$ cat config.mk
export PLATFORM = sky130hd
export DESIGN_NAME = reg_file_scoreboard
export DESIGN_NICKNAME = d
export VERILOG_FILES = /design/src/rtl/reg_file_scoreboard.sv
export SDC_FILE = /design/constraint.sdc
export NUM_CORES = 2
export LEC_CHECK = 0
export BUFFER_PORTS_ARGS = -buffer_cell sky130_fd_sc_hd__buf_2
export CAP_MARGIN = 20
export CORE_AREA = 2 2 323 325
export DETAILED_ROUTE_END_ITERATION = 10
export DIE_AREA = 0 0 325 327
export HOLD_SLACK_MARGIN = 0.03
export PLACE_DENSITY_LB_ADDON = 0.08
export SLEW_MARGIN = 30
export SYNTH_ARGS = -nofsm -noshare
export SYNTH_HDL_FRONTEND = slang
export SYNTH_SLANG_ARGS = --single-unit
$ cat constraint.sdc
create_clock -name sys_clk -period 4.3 [get_ports sys_clk]
set_input_delay 0.86 -clock sys_clk [delete_from_list [all_inputs] [get_ports sys_clk]]
set_output_delay 0.86 -clock sys_clk [all_outputs]
set_load 0.1 [all_outputs]
$ cat src/rtl/reg_file_scoreboard.sv
// rtl/reg_file_scoreboard.sv - register file with per-entry pending-write scoreboard and post-reset clear
//
// Ports:
//   sys_clk, sys_reset         clock, synchronous active-high reset
//   rs_addr_i/rs_data_o/rs_busy_o  read port A (write-bypassed) and its pending flag
//   rt_addr_i/rt_data_o/rt_busy_o  read port B (write-bypassed) and its pending flag
//   wr_en_i/wr_addr_i/wr_data_i    write port; a write also retires the pending flag
//   claim_en_i/claim_addr_i        marks a destination entry as pending
//   dbg_addr_i/dbg_data_o          debug read of stored contents, no bypass
//   ready_o                        high once every entry has been cleared after reset
module reg_file_scoreboard #(
   parameter int DATA_W   = 32,
   parameter int ADDR_W   = 5,
   parameter int ZERO_REG = 1
) (
   input  logic              sys_clk,
   input  logic              sys_reset,
   input  logic [ADDR_W-1:0] rs_addr_i,
   input  logic [ADDR_W-1:0] rt_addr_i,
   output logic [DATA_W-1:0] rs_data_o,
   output logic [DATA_W-1:0] rt_data_o,
   output logic              rs_busy_o,
   output logic              rt_busy_o,
   input  logic              wr_en_i,
   input  logic [ADDR_W-1:0] wr_addr_i,
   input  logic [DATA_W-1:0] wr_data_i,
   input  logic              claim_en_i,
   input  logic [ADDR_W-1:0] claim_addr_i,
   input  logic [ADDR_W-1:0] dbg_addr_i,
   output logic [DATA_W-1:0] dbg_data_o,
   output logic              ready_o
);

   localparam int NUM_REGS = 1 << ADDR_W;

   typedef enum logic {ST_CLEAR = 1'b0, ST_READY = 1'b1} state_t;

   state_t              state_q;
   state_t              state_d;
   logic [ADDR_W-1:0]   clr_idx_q;
   logic [DATA_W-1:0]   mem [NUM_REGS];
   logic [NUM_REGS-1:0] busy_q;

   logic ready_int;
   logic wr_ok;
   logic claim_ok;
   logic rs_zero, rt_zero, dbg_zero;
   logic rs_hit, rt_hit;

   // State register
   always_ff @(posedge sys_clk) begin
      if (sys_reset) begin
         state_q   <= ST_CLEAR;
         clr_idx_q <= '0;
      end else begin
         state_q <= state_d;
         if (state_q == ST_CLEAR) begin
            clr_idx_q <= clr_idx_q + ADDR_W'(1);
         end
      end
   end

   // Next-state logic: leave CLEAR after the last index has been written
   always_comb begin
      state_d = state_q;
      if (state_q == ST_CLEAR && (&clr_idx_q)) begin
         state_d = ST_READY;
      end
   end

   // Output / control logic. Gating with sys_reset keeps every output quiet
   // in the reset cycle itself, before the state register has been forced.
   always_comb begin
      ready_int = (state_q == ST_READY) && !sys_reset;
      rs_zero   = (ZERO_REG != 0) && (rs_addr_i  == '0);
      rt_zero   = (ZERO_REG != 0) && (rt_addr_i  == '0);
      dbg_zero  = (ZERO_REG != 0) && (dbg_addr_i == '0);
      wr_ok     = ready_int && wr_en_i
                  && !((ZERO_REG != 0) && (wr_addr_i == '0));
      claim_ok  = ready_int && claim_en_i
                  && !((ZERO_REG != 0) && (claim_addr_i == '0));
      rs_hit    = wr_ok && (wr_addr_i == rs_addr_i);
      rt_hit    = wr_ok && (wr_addr_i == rt_addr_i);

      ready_o    = ready_int;
      rs_data_o  = '0;
      rt_data_o  = '0;
      dbg_data_o = '0;
      rs_busy_o  = 1'b0;
      rt_busy_o  = 1'b0;
      if (ready_int) begin
         if (!rs_zero) begin
            rs_data_o = rs_hit ? wr_data_i : mem[rs_addr_i];
            rs_busy_o = busy_q[rs_addr_i] && !rs_hit;
         end
         if (!rt_zero) begin
            rt_data_o = rt_hit ? wr_data_i : mem[rt_addr_i];
            rt_busy_o = busy_q[rt_addr_i] && !rt_hit;
         end
         if (!dbg_zero) begin
            dbg_data_o = mem[dbg_addr_i];
         end
      end
   end

   // Storage array: cleared one entry per cycle in CLEAR, written in READY
   always_ff @(posedge sys_clk) begin
      if (!sys_reset) begin
         if (state_q == ST_CLEAR) begin
            mem[clr_idx_q] <= '0;
         end else if (wr_ok) begin
            mem[wr_addr_i] <= wr_data_i;
         end
      end
   end

   // Scoreboard: the claim assignment comes last so it wins on a same-address collision
   always_ff @(posedge sys_clk) begin
      if (sys_reset) begin
         busy_q <= '0;
      end else begin
         if (wr_ok) begin
            busy_q[wr_addr_i] <= 1'b0;
         end
         if (claim_ok) begin
            busy_q[claim_addr_i] <= 1'b1;
         end
      end
   end

endmodule

==> results.py <==
metrics = {
    "place": {
        "dp_hpwl_um": 129000,
        "dpl_cell_area_sq_um": 64600,
        "place_congestion": 0.930,
        "io_buffers": 159,
    },
    "sta": {
        "hold_ws_ns": 0.466,
        "hold_viol": 0,
        "setup_viol": 0,
        "slew_viol_final": 0,
        "clock.fmax_mhz": 241,
        "rsz0062_at_grt": "no",
        "relSlewSlack_pct": 30.5,
        "finClkSkew_ns": 0.0227,
        "post-route-period-util_pct": 96.7,
        "period_needed_ns": 4.16,
        "worst_slew_pin_slew_ns": 1.04,
    },
    "power_and_ir_drop": {
        "pwr-share-comb_pct": 9.3,
        "p_int_mw": 18.2,
        "p_clk_share_pct": 43.0,
        "power.leakage_nw": 19.9,
        "ir_drop_mv": 0.306,
        "netSwitchingFraction_pct": 23.2,
        "power_density_nw_per_um2": 346,
        "switchingPower_mw": 5.51,
        "seqPwrFrac_pct": 47.7,
    },
    "setup_path": {
        "cp_max_fo": 23,
        "cp-end-kind": "output pin",
        "cp.required_ns": 3.44,
        "critPathArrivalTime_ns": 3.30,
        "rrSetupSlack_ns": 1.11,
        "crit_type": "register to output pin",
        "worst_setup_path_start_kind": "register",
    },
    "drt": {
        "routedWlPerCell_um": 41.6,
        "via_count": 39800,
        "route.detailed.drc": 0,
        "antenna_left": 0,
        "dr.pass1.iters": 6,
        "via_per_inst": 7.88,
        "drt_iter0_markers": 6314,
        "finalWirelength_um": 210000,
    },
    "cells_and_area": {
        "area_growth_pct": 17.3,
        "most-common-layout-cells": "1024 x edfxtp_1, 755 x mux4_2, 190 x buf_4",
        "nets": 3641,
        "fillCellCount": 6787,
        "fin_area_sq_um": 68400,
        "drive_gt1_share_pct": 43.4,
        "layout_commonest_cell": "edfxtp_1",
    },
    "yosys": {
        "synth.area.mux_share_pct": 32.9,
        "ys_async_sr_fraction_pct": 0,
        "synthSimpleGateAreaFrac_pct": 3.56,
        "synth-compound-area-share_pct": 6.81,
        "yosysTopAreaCellShare_pct": 52.7,
        "yosysSeqAreaShare_pct": 54.1,
        "synth_area_leaders": "edfxtp_1 53%, mux4_2 29%, mux2_2 1.9%",
        "synth_seq_cells": 1062,
        "synth_edf_count": 1024,
        "netlist_instances": 3335,
        "synth.largest_area_cell": "edfxtp_1",
        "yosysUniqueCellTypes": 58,
        "syn_nets": 3398,
        "synth-xor-area-share_pct": 0.180,
        "ys.flop_type": "edfxtp_1",
        "avgSynthCellArea_sq_um": 17.5,
        "ys.warnings.count": 0,
        "synth.cell_area_sq_um": 58300,
        "synthAdderAreaFrac_pct": 0.0429,
        "synth_top_family_by_area": "multiplexers",
    },
    "global_routing": {
        "grt_pass1_wl_um": 299000,
        "grt.overflow.total": 0,
        "grt_antenna_before_repair": 6,
        "grt_pass1_vias": 40400,
        "grt.total_usage_pct": 39.9,
        "grt_max_degree": 53,
    },
    "clock_tree": {
        "cts_buffer_depth": 3,
        "cts_tree": "yes",
        "cts_root_buffer": "clkbuf_16",
        "numCtsBuffers": 112,
        "hold_buffers": 0,
        "clock_latency_ns": 0.72,
        "htree_levels": 3,
        "cts_setup_buffers": 0,
        "cts.repair.resized": 0,
        "clkTransAtPathRegs_ns": 0.06,
        "cts_num_sinks": 1062,
    },
    "floorplanning": {
        "fp.coreArea_sq_um": 103000,
        "start_util_pct": 56.6,
        "rows": 118,
        "die_h_um": 327,
        "die_w_um": 325,
        "io_pins": 160,
        "dieArea_sq_um": 106000,
    },
    "flow_run": {
        "maxCapViolations": 0,
    },
    "worst_hold_path": {
        "min_path_type": "primary input to register",
    },
    "run_status": {
        "status": "finished clean",
    },
}
## kinds of logic (layout without fill, tap and decap cells)
logic type,count (synthesis),in the layout
buffers and inverters,323,661
XOR/XNOR,12,12
multiplexers,960,960
adder cells (fa/ha/maj),2,2
AND/OR/NAND/NOR,437,437
flip-flops,1062,1062
AO/OA/AOI/OAI,539,539
other,0,3
## power by group through the flow
stage	logic [mW]	registers (mW)	clock network [mW]
finish	2.21	11.3	10.2
global route	2.27	11.3	10.6
CTS	2.17	11.3	10.2
detailed placement	2.16	11.5	0
global placement	2.14	11.5	0
floorplan	1.35	11.5	0
## final timing paths
kind | start | endpoint | cells after the start
hold reg to reg | busy_q[0]$_SDFF_PP0_ | busy_q[0]$_SDFF_PP0_ | 1
hold / removal | sys_reset | clr_idx_q[1]$_SDFFE_PP0N_ | 2
setup / recovery | state_q$_SDFFE_PP0P_ | rs_data_o[23] | 7
setup reg to reg | state_q$_SDFFE_PP0P_ | mem[2][20]$_DFFE_PP_ | 5
## synthesized netlist by cell type, types with 18 or more instances
master / instances
a21oi_1: 124
a221o_1: 18
a221oi_1: 32
a22oi_1: 125
and2_1: 34
buf_1: 40
buf_2: 113
clkbuf_1: 146
dfxtp_1: 38
edfxtp_1: 1024
mux2_2: 96
mux2i_1: 107
mux4_2: 755
nand2_1: 166
nand3_1: 44
nor2_1: 97
nor2b_1: 33
nor3b_1: 34
o21ai_0: 46
o21ai_1: 45
o221ai_1: 66
o221ai_2: 29
o22a_1: 31
## flip-flops by register name (all words and copies together) (netlist names)
signal / count
state_q: 1
mem: 1024
busy_q: 32
clr_idx_q: 5
## per-stage QoR
stage | power, mW | TNS (ns) | util [%] | std cells | setup slack, ns
6_report | 23.7 | 0 | 66.5 | 5056 | 0.143
4_1_cts | 23.7 | 0 | 66.4 | 5053 | 0.135
3_5_place_dp | 13.7 | 0 | 62.7 | 4844 | 0.205
5_1_grt | 24.2 | 0 | 66.5 | 5055 | 0.0587
3_3_place_gp | 13.6 | 0 | 62.7 | 4841 | 0.203
2_1_floorplan | 12.9 | -1.27 | - | 3335 | -0.127
## area by class of cell
cell class	count	area (sq um)	area share, %
Sequential cell	1062	31500	46.1
Multi-Input combinational cell	1950	25800	37.8
Timing Repair Buffer	445	5480	8.01
Clock buffer	144	2960	4.33
Tap cell	1380	1730	2.52
Clock inverter	65	860	1.26
Inverter	7	26.3	0.0384
Antenna cell	3	7.51	0.0110
## worst max-delay path, stage by stage, from the launching register on
cell and delay, ns:
dfxtp_1 0.53, nand2b_1 0.23, a31oi_1 0.41, nor3b_2 0.43, buf_12 0.30, nand2_1 0.08, o21ai_1 0.33, buf_12 0.25
## metal layers
layer | global-route usage (%) | vias up | part of all wire (%)
li1 | - | 15000 | -
met1 | 53.3 | 20600 | 34
met2 | 60.4 | 3446 | 45
met3 | 10.3 | 777 | 13
met4 | 22.7 | 6 | 6.7
met5 | 0 | - | 0.020
Power figures use the tool's default switching activity.
